--- src/rtl/ccg_resp_misr.sv ---
// rtl/ccg_resp_misr.sv - 16-bit MISR compactor for CCGRCG netlist responses with golden compare.
// Optional alias checking on f1..f7,f12 / f8..f11 groups is enabled by CCG_ALIAS_CHECK_EN.
module ccg_resp_misr #(
  parameter int               SIG_W = 16,
  parameter logic [SIG_W-1:0] POLY  = 16'h100B,
  parameter logic [SIG_W-1:0] SEED  = 16'hFFFF,
  parameter int               CNT_W = 16
) (
  input  logic             clk,
  input  logic             rst,
  input  logic             start,
  input  logic [CNT_W-1:0] num_vec,
  input  logic [SIG_W-1:0] golden,
  input  logic             resp_valid,
  output logic             resp_ready,
  input  logic [11:0]      resp_data,
  output logic             busy,
  output logic             done,
  output logic             pass,
  output logic [SIG_W-1:0] signature,
  output logic [CNT_W-1:0] vec_cnt,
  output logic             alias_err
);

  typedef enum logic [1:0] {S_IDLE, S_RUN, S_DONE} state_t;

  state_t           state_q, state_d;
  logic [SIG_W-1:0] sig_q, sig_d;
  logic [SIG_W-1:0] gold_q, gold_d;
  logic [CNT_W-1:0] cnt_q, cnt_d;
  logic [CNT_W-1:0] num_q, num_d;
  logic             pass_q, pass_d;

  logic             accept;
  logic             start_acc;
  logic [SIG_W-1:0] sig_step;
  logic [CNT_W-1:0] cnt_inc;
  logic             alias_d;

  assign accept    = resp_valid && (state_q == S_RUN);
  assign start_acc = start && (state_q != S_RUN);
  assign sig_step  = {sig_q[SIG_W-2:0], 1'b0} ^ (sig_q[SIG_W-1] ? POLY : '0)
                   ^ {{(SIG_W-12){1'b0}}, resp_data};
  assign cnt_inc   = cnt_q + CNT_W'(1);

`ifdef CCG_ALIAS_CHECK_EN
  // Each output group must toggle as a unit; any split means the netlist aliased.
  logic       alias_q;
  logic       alias_hit;
  logic [7:0] grp_a;
  logic [3:0] grp_b;

  assign grp_a     = {resp_data[11], resp_data[6:0]};
  assign grp_b     = resp_data[10:7];
  assign alias_hit = !((&grp_a) || !(|grp_a)) || !((&grp_b) || !(|grp_b));

  always_comb begin
    alias_d = alias_q;
    if (start_acc) begin
      alias_d = 1'b0;
    end else if (accept && alias_hit) begin
      alias_d = 1'b1;
    end
  end

  always_ff @(posedge clk) begin
    if (rst) begin
      alias_q <= 1'b0;
    end else begin
      alias_q <= alias_d;
    end
  end

  assign alias_err = alias_q;
`else
  assign alias_d   = 1'b0;
  assign alias_err = 1'b0;
`endif

  always_comb begin
    state_d = state_q;
    sig_d   = sig_q;
    gold_d  = gold_q;
    cnt_d   = cnt_q;
    num_d   = num_q;
    pass_d  = pass_q;
    case (state_q)
      S_RUN: begin
        if (accept) begin
          sig_d = sig_step;
          cnt_d = cnt_inc;
          if (cnt_inc == num_q) begin
            state_d = S_DONE;
            pass_d  = (sig_step == gold_q) && !alias_d;
          end
        end
      end
      default: begin
        if (start_acc) begin
          sig_d   = SEED;
          cnt_d   = '0;
          num_d   = num_vec;
          gold_d  = golden;
          state_d = (num_vec == '0) ? S_DONE : S_RUN;
          pass_d  = (num_vec == '0) && (SEED == golden);
        end
      end
    endcase
  end

  always_ff @(posedge clk) begin
    if (rst) begin
      state_q <= S_IDLE;
      sig_q   <= SEED;
      gold_q  <= '0;
      cnt_q   <= '0;
      num_q   <= '0;
      pass_q  <= 1'b0;
    end else begin
      state_q <= state_d;
      sig_q   <= sig_d;
      gold_q  <= gold_d;
      cnt_q   <= cnt_d;
      num_q   <= num_d;
      pass_q  <= pass_d;
    end
  end

  assign resp_ready = (state_q == S_RUN);
  assign busy       = (state_q == S_RUN);
  assign done       = (state_q == S_DONE);
  assign pass       = pass_q;
  assign signature  = sig_q;
  assign vec_cnt    = cnt_q;

endmodule

--- config.mk ---
export PLATFORM = sky130hd
export DESIGN_NAME = ccg_resp_misr
export DESIGN_NICKNAME = d
export VERILOG_FILES = /design/src/rtl/ccg_resp_misr.sv
export SDC_FILE = /design/constraint.sdc
export NUM_CORES = 1
export LEC_CHECK = 0
export ABC_AREA = 1
export CELL_PAD_IN_SITES_DETAIL_PLACEMENT = 1
export CELL_PAD_IN_SITES_GLOBAL_PLACEMENT = 2
export CORE_UTILIZATION = 27
export DETAILED_ROUTE_END_ITERATION = 7
export PLACE_DENSITY_LB_ADDON = 0.1
export SETUP_SLACK_MARGIN = 0.02
export SYNTH_ARGS = -nofsm -noshare
export SYNTH_HDL_FRONTEND = slang
export SYNTH_SLANG_ARGS = --single-unit
--- constraint.sdc ---
create_clock -name clk -period 2.1 [get_ports clk]
set_input_delay 0.315 -clock clk [delete_from_list [all_inputs] [get_ports clk]]
set_output_delay 0.315 -clock clk [all_outputs]
set_load 0.02 [all_outputs]
# Yosys cells after proc, flatten, opt, wreduce, memory -nomap -nowiden

Cells that the tools add are included.

Bits in registers: 67
Latch bits: 0
Bits in writable memories: 0
Bits in read-only memories: 0
Bits of input ports: 48
Output and inout port bits: 37
Logic and storage cells: 42
Memories: 0

Add/subtract/negate cells: 1
Multiply operators: 0
Divide/modulo/power cells: 0
$lt $le $gt $ge: 0
Eq/ne operators: 8
Shift operators: 0
Muxes and demuxes: 16
Bitwise gates (word level): 3
Reduce and logical (&&, ||, !) cells: 8

Operators by type and width:

| cell                                                                  | number |
|---|---|
| 16-bit two-way mux                                                    | 6 |
| 16-bit equality test                                                  | 2 |
| 16-bit by 1-bit adder with 16-bit output, second input constant       | 1 |
| 16-bit equality test, first input constant                            | 1 |
| 16-bit logical NOT                                                    | 1 |
| 16-bit by 12-bit XOR with 16-bit output                               | 1 |
| 16-bit by 13-bit XOR with 16-bit output                               | 1 |
| 13-bit two-way mux                                                    | 1 |
| 2-bit two-way mux                                                     | 5 |
| 2-bit by 1-bit != test with 1-bit output, second input constant       | 3 |
| 1-bit two-way mux                                                     | 4 |
| 2-bit AND reduction                                                   | 2 |
| 1-bit logical AND                                                     | 3 |
| 3-bit AND reduction                                                   | 1 |
| 2-bit by 1-bit equality test with 1-bit output, second input constant | 1 |
| 2-bit equality test, second input constant                            | 1 |
| 2-bit nonzero test                                                    | 1 |
| 1-bit NOT                                                             | 1 |

# Longest topological paths before layout

Gate-level depths: netlist of the first run.

Depth after elaboration: 7
Mapped depth: 16

# Worst setup path after synthesis of the first run

OpenSTA, ideal clock, no wires.

Path kind: flip-flop to flip-flop
Start point: register cnt_q[0], in the netlist vec_cnt[0]
End point: register state_q[0]
Arrival: 1,848 ps
Data required time: 1,987 ps
Slack: 139 ps
Stages on the path, launching flop included: 14
Clock period less this slack: 1,961 ps
Path through: dfxtp_1 -> ha_1 -> nand2_2 -> nor2_4 -> nand2_1 -> o21bai_2 -> nand2_1 -> xor2_1 -> nor2_1 -> nand3_2 -> nand2_2 -> nand2_2 -> nand2_1 -> nor2_1

Word-level cells in the longest chain between the ends: 4

Ends and longest elaborated chain:

| item                                                      | RTL line | source |
|---|---|---|
| start, declared                                           | 30       | `logic [CNT_W-1:0] cnt_q, cnt_d;` |
| start signal, assigned                                    | 123      | `cnt_q <= cnt_d;` |
| 16-bit by 1-bit adder with 16-bit output                  | 44       | `assign cnt_inc = cnt_q + CNT_W'(1);` |
| 16-bit equality test                                      | 92       | `if (cnt_inc == num_q) begin` |
| 2-bit by 1-bit != test with 1-bit output (no source line) | n/a      |  |
| 3-bit AND reduction (no source line)                      | n/a      |  |
| end signal, assigned                                      | 120      | `state_q <= state_d;` |
| end, declared                                             | 27       | `state_t state_q, state_d;` |

Every way passes these cells.
A chain may end at the register's enable or synchronous reset.

# Worst setup path after layout of the first run

Start point: register state_q[1]
End point: output busy

Word-level cells in the longest chain between the ends: 1

Ends and longest elaborated chain:

| item                                           | RTL line | source |
|---|---|---|
| 2-bit by 1-bit equality test with 1-bit output | 130      | `assign busy = (state_q == S_RUN);` |
| end, declared                                  | 17       | `output logic busy,` |

Every way passes these cells.

==> results of run 1 <==
==> power by group <==
| part | switching [W] | internal (W) | leakage, nW |
|---|---|---|---|
| Sequential | 0.0000731 | 0.00137 | 0.556 |
| Clock | 0.000554 | 0.000976 | 0.146 |
| Combinational | 0.000389 | 0.000310 | 1.26 |
| Total | 0.00102 | 0.00265 | 1.97 |
==> cell type report <==
type,instances,share of cell area [%]
Multi-Input combinational cell,380,39.36
Sequential cell,67,26.59
Timing Repair Buffer,107,20.53
Clock buffer,13,5.121
Tap cell,172,4.234
Inverter,47,3.471
Clock inverter,2,0.6893
==> worst min-delay path, delay by kind of cell, from the launching register on <==
| family | cells | cell delay (ns) |
|---|---|---|
| AO/OA/AOI/OAI | 1 | 0.05 |
| buffers and inverters | 1 | 0.05 |
| flip-flops | 1 | 0.32 |
==> path summary, 6_finish.rpt <==
path | startpoint | end | slack (ns) | depth (start not counted)
setup reg to reg | vec_cnt[1] | state_q[0] | 0.17 | 15
hold / removal | gold_q[14] | gold_q[14] | 0.46 | 2
hold reg to reg | gold_q[14] | gold_q[14] | 0.46 | 2
setup / recovery | state_q[1] | busy | 0.12 | 4
==> metal layers <==
metal	global-route usage [%]	vias up
met2	33.77	64
met5	0	-
met1	23.26	1716
li1	-	1869
met4	8.291	0
met3	3.114	16
==> through the flow <==
stage | utilization (%) | TNS (ns) | power (W)
finish | 40.11 | 0 | 0.003670
global route | 40.11 | 0 | 0.003871
detailed placement | 36.60 | -0.1058 | 0.002171
CTS | 38.93 | 0 | 0.003736
floorplan | - | 0 | 0.001845
global placement | 36.60 | -0.03646 | 0.002160
==> cell families (layout without fill, tap and decap cells) <==
family | after synthesis | after routing | share of synthesized area [%]
flip-flops | 67 | 67 | 38.07
buffers and inverters | 66 | 169 | 7.351
other | 1 | 1 | 0.1064
XOR/XNOR | 29 | 29 | 7.209
adder cells (fa/ha/maj) | 1 | 1 | 0.3551
AND/OR/NAND/NOR | 262 | 262 | 33.31
AO/OA/AOI/OAI | 87 | 87 | 13.60
==> repair_timing <==
action | in CTS | in global routing
endpoints found under the setup margin | 0 | 3
resized for setup | 0 | 28
setup buffers | 0 | 4
hold endpoints to repair | 0 | 0
==> synthesized netlist by cell type <==
| library cell | number |
|---|---|
| ha_1 | 1 |
| nand4_1 | 12 |
| nand3b_1 | 4 |
| o21ai_0 | 39 |
| buf_2 | 3 |
| dfxtp_1 | 67 |
| xnor2_1 | 11 |
| a21oi_1 | 35 |
| nor3_1 | 2 |
| o211ai_1 | 7 |
| or2_1 | 1 |
| o221ai_1 | 2 |
| o21bai_2 | 2 |
| clkbuf_1 | 14 |
| inv_1 | 44 |
| nor4_1 | 5 |
| nor2_1 | 53 |
| and2_1 | 1 |
| nor2_4 | 4 |
| nor2_2 | 7 |
| clkinv_1 | 2 |
| nand3_2 | 2 |
| nand3_1 | 40 |
| nand2_2 | 6 |
| inv_2 | 1 |
| conb_1 | 1 |
| a21oi_2 | 1 |
| nand2_1 | 125 |
| buf_4 | 2 |
| xor2_1 | 18 |
| o21a_1 | 1 |
==> sequential cells by signal, indices dropped and copies added (netlist names) <==
register,count
gold_q,16
num_q,16
signature,16
vec_cnt,16
state_q,2
pass,1
==> flow_metrics.tcl, run 1 <==
set metrics [dict create \
    fin_crit_ns 1.977 \
    fin_ws_ns 0.1230 \
    critPathLaunchType "flop" \
    hp-class "flop to flop" \
    drc 0 \
    hold_viol 0 \
    whs_ns 0.4625 \
    grt_pass1_vias 3686 \
    critPathCaptureType "output port" \
    ff_latch_area_sq_mm 0.001351 \
    vias_per_cell 4.651 \
    yosysWarningCount 0 \
    clock-skew-final_ns 0.006467 \
    setup_viol 0 \
    grt.total_usage_pct 19.28 \
    syn_area_per_cell_sq_um 6.868 \
    crit_arrival_ns 1.66 \
    ir_worst_vdd_mv 0.3867 \
    post-route-period-util_pct 94.14 \
    cp_common_cell "inv_1" \
    dieArea_sq_mm 0.01351 \
    syn_area_sq_mm 0.003523 \
    path_class "flop to output port" \
    yosys.area.top_type_share_pct 38.07 \
    cp.required_ns 1.78 \
    max_slew_margin_pct 62.42 \
    io_pins 85 \
    stdcell_count 788 \
    fin_nets 661 \
    vias 3665 \
    routed_wl_mm 12.11 \
    start_util_pct 27.81 \
    synth_fp_nets 562 \
    dpl-instance-area_sq_mm 0.004637 \
    ys_seq_area_share_pct 38.07 \
    numCtsBuffers 9 \
    worstMarginPinSlew_ns 0.5629 \
    layout_commonest_cell "nand2_1" \
    drive_gt1_share_pct 12.66 \
    die_h_microns 116.2 \
    tritoncts "done" \
    drtAntennaViolNets 0 \
    fp.coreArea_sq_mm 0.01267 \
    worstPathCellList "inv_1 -> nand2_1 -> inv_1 -> clkdlybuf4s50_1" \
    ctsLongestPathBuffers 2 \
    cellPowerDensity_mw_per_mm2 722.0 \
    num-fill-cells 1579 \
    pre_cts_ws_ns -0.06031 \
    power.leakage_nw 1.966 \
    status "completed" \
    cp_slowest_cell "clkdlybuf4s50_1" \
    grt_pass1_wl_mm 19.22 \
    htree_levels 3 \
    syn_inst 513 \
    cap_violations 0 \
    die_w_microns 116.2 \
    wl_per_cell_microns 15.37 \
    grt_antenna_before_repair 0 \
    critPathMaxFanout 4 \
    cpPeakStageDelay_ns 0.64 \
    insertion_delay_ns 0.34 \
    final_cell_mix "nand2_1 (121), clkdlybuf4s50_1 (83), dfxtp_1 (59)" \
    highest_layer "met4" \
    path_clk_slew_ns 0.05 \
    synth.area.top_cells "dfxtp_1 (38%), nand2_1 (13%), nand3_1 (5.7%)" \
    grt_max_degree 32 \
    max_freq_mhz 505.8 \
    slew_viol_final 0 \
    port_buffers 83 \
    hpwlAfterDp_mm 9.312 \
    yosys.area.top_type "dfxtp_1" \
    overflow 0 \
    cp_num_buf_inv 3 \
    cts_root_buf "clkbuf_16" \
    multi_input_area_sq_mm 0.002001 \
    wl_met1_mm 5.522 \
    cts_hold_buf 0 \
    dp.cells 769 \
    drt_first_pass_iters 4 \
    antenna_cells 0 \
    clock_sinks 67 \
    rsz0062_at_grt "false" \
    wl_met2_mm 6.007 \
    synth.distinct_cells 31 \
    final_area_sq_mm 0.005082 \
    crit_family "buffers and inverters" \
    rows 41 \
    drt-initial-drc-count 99 \
    synthToLayoutAreaGrowth_pct 44.25 \
    ys_ff_latch 67 \
    route.met3.wl_microns 334 \
    routabilityCongestion 0.8510 \
]
Note: power is estimated with default switching activity, not from simulation.
==> run 2: changes to the inputs <==
Settings changed: SETUP_SLACK_MARGIN 0.02 to unset.
==> flow_metrics.tcl, run 2 (synthesis gave the netlist of run 1 again) <==
set metrics [dict create \
    status "completed" \
    tritoncts "done" \
    max_freq_mhz 505.9 \
    io_pins 85 \
    drtAntennaViolNets 0 \
    ctsLongestPathBuffers 2 \
    cp_num_buf_inv 3 \
    drive_gt1_share_pct 12.20 \
    crit_family "buffers and inverters" \
    power_w 0.003667 \
    grt_antenna_before_repair 0 \
    hpwlAfterDp_mm 9.312 \
    stdcell_count 787 \
    vias 3671 \
    drt-initial-drc-count 87 \
    slew_viol_final 0 \
    grt_pass1_wl_mm 19.22 \
    synthToLayoutAreaGrowth_pct 43.64 \
    dieArea_sq_mm 0.01351 \
    critPathMaxFanout 4 \
    setup_viol 0 \
    critPathLaunchType "flop" \
    dp.cells 769 \
    vias_per_cell 4.665 \
    insertion_delay_ns 0.34 \
    rows 41 \
    numCtsBuffers 9 \
    max_slew_margin_pct 62.46 \
    layout_commonest_cell "nand2_1" \
    grt_max_degree 32 \
    cp_common_cell "inv_1" \
    whs_ns 0.4625 \
    path_class "flop to output port" \
    fin_nets 660 \
    crit_arrival_ns 1.66 \
    wl_per_cell_microns 15.40 \
    path_clk_slew_ns 0.05 \
    cp_slowest_cell "clkdlybuf4s50_1" \
    fin_crit_ns 1.977 \
    die_h_microns 116.2 \
    routed_wl_mm 12.12 \
    worstPathCellList "inv_1 -> nand2_1 -> inv_1 -> clkdlybuf4s50_1" \
    final_area_sq_mm 0.005061 \
    finalSetupTns_ns 0 \
    drt_first_pass_iters 4 \
    fp.coreArea_sq_mm 0.01267 \
    cpPeakStageDelay_ns 0.64 \
    drc 0 \
    dpl-instance-area_sq_mm 0.004637 \
    routabilityCongestion 0.8510 \
    power.leakage_nw 1.961 \
    final_cell_mix "nand2_1 (121), clkdlybuf4s50_1 (83), dfxtp_1 (59)" \
    antenna_cells 0 \
    overflow 0 \
    cts_root_buf "clkbuf_16" \
    cp.required_ns 1.78 \
    ir_worst_vdd_mv 0.3867 \
    htree_levels 3 \
    die_w_microns 116.2 \
    cap_violations 0 \
    port_buffers 83 \
    worstMarginPinSlew_ns 0.5622 \
    critPathCaptureType "output port" \
    cellPowerDensity_mw_per_mm2 724.5 \
    clock_sinks 67 \
    start_util_pct 27.81 \
    hp-class "flop to flop" \
    grt_pass1_vias 3686 \
    clock-skew-final_ns 0.006477 \
    hold_viol 0 \
    post-route-period-util_pct 94.13 \
    grt.total_usage_pct 19.28 \
]
-- run 2: changes by cell type in the layout (fill, tap and decap cells not counted), sizes merged --
| cell | before | now |
|---|---|---|
| buf | 24 | 23 |
-- run 2: cell type report --
cell class / instances / area (sq um)
Fill cell: 1582 / 7610
Inverter: 47 / 176.4
Clock inverter: 2 / 35.03
Timing Repair Buffer: 106 / 1032
Clock buffer: 13 / 260.3
Multi-Input combinational cell: 380 / 1991
Tap cell: 172 / 215.2
Sequential cell: 67 / 1351
-- run 2: worst paths after layout --
path | cells past startpoint | to | slack, ns | startpoint
worst max-delay path | 4 | busy | 0.12 | state_q[1]
worst min-delay path | 2 | gold_q[14] | 0.46 | gold_q[14]
worst max register to register | 15 | state_q[0] | 0.14 | vec_cnt[1]
worst min register to register | 2 | gold_q[14] | 0.46 | gold_q[14]
-- run 2: through the flow --
stage               setup WS (ns)  utilization [%]
detailed placement       -0.06031            36.60
floorplan                  0.1392                -
finish                     0.1233            39.94
CTS                       0.05356            38.93
global route           -0.0006002            39.94
global placement         -0.02625            36.60
-- run 2: repair_timing --
| item | 4_1_cts | 5_1_grt |
|---|---|---|
| hold buffers | 0 | 0 |
| resized for setup | 0 | 25 |
| endpoints found under the setup margin | 0 | 3 |
| setup buffers | 0 | 3 |
-- run 2: tightest hold or removal path, stage by stage, from the launching register on --
cell     delay, ns
dfxtp_1       0.32
inv_1         0.05
a21oi_1       0.05
-- run 2: routing by layer --
metal	part of all wire (%)	vias to the layer above	GRT usage, %
met5	0	-	0
met3	3.0	16	3.114
met2	50	72	33.77
li1	-	1868	-
met1	45	1715	23.26
met4	2.0	0	8.291
-- run 2: where the power goes --
group	total, W	internal (W)	switching [W]
Sequential	0.00144	0.00137	0.0000726
Clock	0.00153	0.000976	0.000554
Combinational	0.000698	0.000309	0.000389
